File: src/rtl/pc_flag_unit.sv
// Program counter and condition-flag unit: latches ALU N/V/Z flags, evaluates
// branch conditions against them, and sequences the PC through branches and halt.
module pc_flag_unit #(
    parameter logic [15:0] RESET_PC = 16'h0000
) (
    input  logic        clk,
    input  logic        rst,
    input  logic        stall,
    input  logic        alu_valid,
    input  logic [2:0]  alu_opcode,
    input  logic [2:0]  alu_flags,
    input  logic        branch,
    input  logic        branch_reg,
    input  logic [2:0]  cond,
    input  logic [8:0]  offset,
    input  logic [15:0] reg_target,
    input  logic        halt,
    output logic [15:0] pc,
    output logic [2:0]  flags,
    output logic        taken,
    output logic        halted
);

    localparam int unsigned PC_W   = 16;
    localparam int unsigned FLAG_N = 2;
    localparam int unsigned FLAG_V = 1;
    localparam int unsigned FLAG_Z = 0;

    typedef enum logic {
        ST_RUN    = 1'b0,
        ST_HALTED = 1'b1
    } state_t;

    typedef enum logic [2:0] {
        OP_ADD    = 3'b000,
        OP_SUB    = 3'b001,
        OP_RED    = 3'b010,
        OP_XOR    = 3'b011,
        OP_SLL    = 3'b100,
        OP_SRA    = 3'b101,
        OP_ROR    = 3'b110,
        OP_PADDSB = 3'b111
    } alu_op_t;

    typedef enum logic [2:0] {
        CC_NE = 3'b000,
        CC_EQ = 3'b001,
        CC_GT = 3'b010,
        CC_LT = 3'b011,
        CC_GE = 3'b100,
        CC_LE = 3'b101,
        CC_OV = 3'b110,
        CC_AL = 3'b111
    } cond_t;

    state_t          state;
    logic            cond_true;
    logic            any_branch;
    logic [PC_W-1:0] pc_seq;
    logic [PC_W-1:0] offset_ext;
    logic [PC_W-1:0] pc_rel;
    logic            f_n;
    logic            f_v;
    logic            f_z;

    assign f_n = flags[FLAG_N];
    assign f_v = flags[FLAG_V];
    assign f_z = flags[FLAG_Z];

    // Condition codes look only at the latched flags, never same-cycle ALU output
    always_comb begin
        cond_true = 1'b0;
        case (cond_t'(cond))
            CC_NE:   cond_true = ~f_z;
            CC_EQ:   cond_true = f_z;
            CC_GT:   cond_true = ~f_z & ~f_n;
            CC_LT:   cond_true = f_n;
            CC_GE:   cond_true = f_z | (~f_z & ~f_n);
            CC_LE:   cond_true = f_n | f_z;
            CC_OV:   cond_true = f_v;
            CC_AL:   cond_true = 1'b1;
            default: cond_true = 1'b0;
        endcase
    end

    assign any_branch = branch | branch_reg;
    assign taken      = any_branch & cond_true & (state == ST_RUN) & ~halt;

    // Word offset: sign-extend 9 bits and scale by two bytes
    assign offset_ext = {{(PC_W - 10){offset[8]}}, offset, 1'b0};
    assign pc_seq     = pc + PC_W'(2);
    assign pc_rel     = pc_seq + offset_ext;

    // State, PC, flags and halted; halt > branch > alu priority, stall freezes all
    always_ff @(posedge clk) begin
        if (rst) begin
            state  <= ST_RUN;
            pc     <= RESET_PC;
            flags  <= 3'b000;
            halted <= 1'b0;
        end else begin
            case (state)
                ST_RUN: begin
                    if (!stall) begin
                        if (halt) begin
                            state  <= ST_HALTED;
                            halted <= 1'b1;
                        end else if (any_branch) begin
                            if (taken) begin
                                pc <= branch_reg ? reg_target : pc_rel;
                            end else begin
                                pc <= pc_seq;
                            end
                        end else begin
                            pc <= pc_seq;
                            if (alu_valid) begin
                                case (alu_op_t'(alu_opcode))
                                    OP_ADD, OP_SUB: flags <= alu_flags;
                                    OP_XOR, OP_SLL, OP_SRA, OP_ROR:
                                        flags[FLAG_Z] <= alu_flags[FLAG_Z];
                                    default: flags <= flags;
                                endcase
                            end
                        end
                    end
                end
                ST_HALTED: begin
                    state  <= ST_HALTED;
                    halted <= 1'b1;
                end
                default: state <= ST_RUN;
            endcase
        end
    end

endmodule

File: config.mk
export PLATFORM = sky130hd
export DESIGN_NAME = pc_flag_unit
export DESIGN_NICKNAME = d
export VERILOG_FILES = /design/src/rtl/pc_flag_unit.sv
export SDC_FILE = /design/constraint.sdc
export NUM_CORES = 1
export LEC_CHECK = 0
export CORE_MARGIN = 4
export CORE_UTILIZATION = 51
export DETAILED_ROUTE_END_ITERATION = 6
export DONT_BUFFER_PORTS = 1
export PLACE_DENSITY = 0.72
export SYNTH_ARGS = -nofsm -noshare
export SYNTH_HDL_FRONTEND = slang
export SYNTH_SLANG_ARGS = --single-unit
File: constraint.sdc
create_clock -name clk -period 3.3 [get_ports clk]
set_input_delay 0.66 -clock clk [delete_from_list [all_inputs] [get_ports clk]]
set_output_delay 0.66 -clock clk [all_outputs]
set_load 0.005 [all_outputs]
==> flow_summary.yaml <==
floorplanning:
  fp.dieW_um: 72.6
  io_pins: 62
  initial_core_util: 0.529
  rows: 23
  die-area_um2: 5270
  core_area_um2: 4030
  die_h_um: 72.6
clock_network:
  cts_hold_buf: 0
  post-cts-setup-buffers: 0
  cts-root-buf: "clkbuf_8"
  cts_buffers: 3
  cts_tree: "yes"
  cts.reportedPaths.clkPinSlew_ns: 0.08
  cts_buffer_depth: 2
  h-tree-depth: 1
  worstSkewPairLatency_ns: 0.26
  clock-sinks: 21
global_routing:
  gr-total-overflow: 0
  antenna_found_initial: 0
  grt_max_degree: 31
  grt_pass1_wl_mm: 9.40
  grt_pass1_vias: 2023
  track_usage: 0.222
setup_path:
  max_stage_delay_ns: 0.64
  critPathMostFrequentCell: "nand4_1"
  critPathKind: "reg2reg"
  rrSetupSlack_ns: 0.22
  endpoint: "pc[14]"
  cp_num_buf_inv: 1
  endpoint_kind: "register"
  crit_path_cell_trace: "nand3_1 -> nor3_1 -> buf_4 -> nand4_1 -> xnor2_1 -> ha_1 -> nand4_1 -> or4_2 -> o211a_1 -> xor2_1 -> a211oi_1"
  rr_worst_depth: 11
  startpoint: "pc[5]"
  reg2reg_to: "pc[14]"
  cp.required_ns: 3.48
  r2r_start: "pc[5]"
  start_kind: "register"
  arrival_ns: 3.26
  crit_path_max_fanout: 6
  cp_num_cells: 11
  critPathSlowestCell: "or4_2"
  critical_path.top_delay_family: "simple AND/OR/NAND/NOR gates"
yosys:
  ys.flop_type: "dfxtp_1"
  yosysSeqAreaShare: 0.197
  synth_area_leaders: "dfxtp_1 (20%), ha_1 (11%), xnor2_1 (7.0%)"
  ys_warn_count: 0
  synth-seq-cells: 21
  netlist_area_um2: 2130
  postSynthAreaPerCell_um2: 7.52
  yosysTopAreaCellShare: 0.197
  synth_edf_count: 0
  synth_top_cell_by_area: "dfxtp_1"
  synth.distinct_cells: 53
  synth_cells: 283
  ys_async_sr_fraction: 0
  syn_nets: 344
sta:
  tightest_slew_ns: 0.681
  fin_skew_ns: 0.00210
  finalCritPeriodShare: 0.933
  finalSetupViolCount: 0
  finalHoldViolations: 0
  finalMaxSlewViolations: 0
  slew_headroom: 0.546
  period_minus_slack_ns: 3.08
  setup-tns-final_ns: 0
  grt_setup_unrepaired: "no"
  fmax_ghz: 0.325
pwr:
  vdd_drop_max_mv: 0.136
  seqPwrFrac: 0.438
  power_uw: 637
  power.share.combinational: 0.294
  p_int_uw: 431
  p_switching_uw: 206
  power.density_nw_per_um2: 281
  power.leakage_uw: 0.000866
  switching_share: 0.323
  clockPowerShare: 0.268
route:
  first_pass_iters: 4
  wl_mm: 5.74
  ant_nets: 0
  drc: 0
  wire_per_inst_um: 17.1
  drt_iter0_drc: 100
  vias_per_cell: 6.26
  vias: 2096
placement:
  hpwl_mm: 4.52
  place.gp.congestion: 0.861
  io_buffers: 0
status:
  status: "completed"
layout:
  final_layout_size_suffix_gt1_frac: 0.0737
  syn_to_final_growth_pct: 6.40
  fill_cells: 411
  antennaDiodeCount: 0
  nets: 347
min_path:
  hold_path_depth: 1
  hold_path.class: "in2reg"
run:
  maxCapViolations: 0
-- cell families (layout without fill, tap and decap cells) --
family / Yosys count / count (layout) / synth area share
compound gates: 83 / 83 / 0.258
xor+xnor: 25 / 25 / 0.103
fa+ha+maj: 21 / 21 / 0.126
buf+inv: 27 / 29 / 0.0476
flops: 21 / 21 / 0.197
mux: 6 / 6 / 0.0288
simple gates: 100 / 100 / 0.240
-- stage by stage --
| stage | std cells | hold WS, ns | worst slack, ns | instance area (um2) | utilization |
|---|---|---|---|---|---|
| floorplan | 283 | 0.442 | 0.380 | 2130 | - |
| global placement | 331 | 0.454 | 0.260 | 2210 | 0.550 |
| detailed placement | 331 | 0.457 | 0.178 | 2210 | 0.550 |
| CTS | 335 | 0.453 | 0.160 | 2260 | 0.561 |
| global route | 335 | 0.439 | 0.0372 | 2270 | 0.562 |
| finish | 335 | 0.451 | 0.222 | 2270 | 0.562 |
-- worst min path at each step --
stage                      start  endpoint  slack (ns)
after floorplan           halted    halted        0.44
after CTS                    rst     pc[2]        0.45
after detailed placement  halted    halted        0.46
final                        rst     pc[4]        0.45
after global placement    halted    halted        0.45
after global routing         rst     pc[6]        0.44
-- power by group through the flow --
stage | logic, uW | registers [uW] | clock network, uW
final | 187 | 279 | 171
after detailed placement | 185 | 285 | 0
after floorplan | 151 | 281 | 0
after CTS | 187 | 279 | 176
after global routing | 209 | 281 | 187
after global placement | 182 | 285 | 0
-- state kept, by name, indices dropped and copies added (netlist names) --
name,cells
flags,3
pc,16
state,1
halted,1
-- timing repair --
item                                    in CTS  in global routing
endpoints found under the setup margin       0                  1
endpoints found under the hold margin        0                  0
gates resized for setup                      0                  3
-- synthesized netlist by cell type (2+ instances only) --
cell type,count
o21ai_0,15
inv_1,17
o31a_1,2
mux2i_1,5
nand2b_1,3
o21a_1,2
dfxtp_1,21
o32ai_1,2
o211ai_1,9
nor3_1,7
a21o_1,4
nor4_1,2
nand2_1,30
a31oi_1,8
xor2_1,8
ha_1,19
a211oi_1,2
a22oi_1,3
nor3b_1,2
a21oi_1,23
nor2_1,20
nand3_1,12
or3_1,2
xnor2_1,17
o31ai_1,2
clkbuf_1,10
nand4_1,5
nor2b_1,6
-- layout by cell type (no fill, tap or decap), types with 3 or more instances in the layout --
cell type / instances
nand2_1: 30
a21oi_1: 22
nor2_1: 20
ha_1: 19
dfxtp_1: 19
inv_1: 17
xnor2_1: 17
o21ai_0: 15
nand3_1: 12
o211ai_1: 9
xor2_1: 8
a31oi_1: 8
buf_4: 8
nor3_1: 7
nor2b_1: 6
nand4_1: 5
mux2i_1: 5
a21o_1: 4
nand2b_1: 3
a22oi_1: 3
clkbuf_8: 3
-- per-layer routing --
layer | GRT usage | wire, um | vias up
li1 | - | - | 1041
met1 | 0.269 | 2460 | 988
met2 | 0.370 | 2750 | 57
met3 | 0.0771 | 405 | 10
met4 | 0.0676 | 126 | 0
met5 | 0 | 0 | -
-- area by class of cell --
type / instances / area, um2 / share of cell area
multi-input cells: 235 / 1610 / 0.711
flip-flops and latches: 21 / 423 / 0.187
inverters: 17 / 63.8 / 0.0282
well taps: 50 / 62.6 / 0.0276
repair buffers: 8 / 60.1 / 0.0265
clock buffers: 4 / 45.0 / 0.0199
No activity file was read; power rests on OpenSTA's default activity.
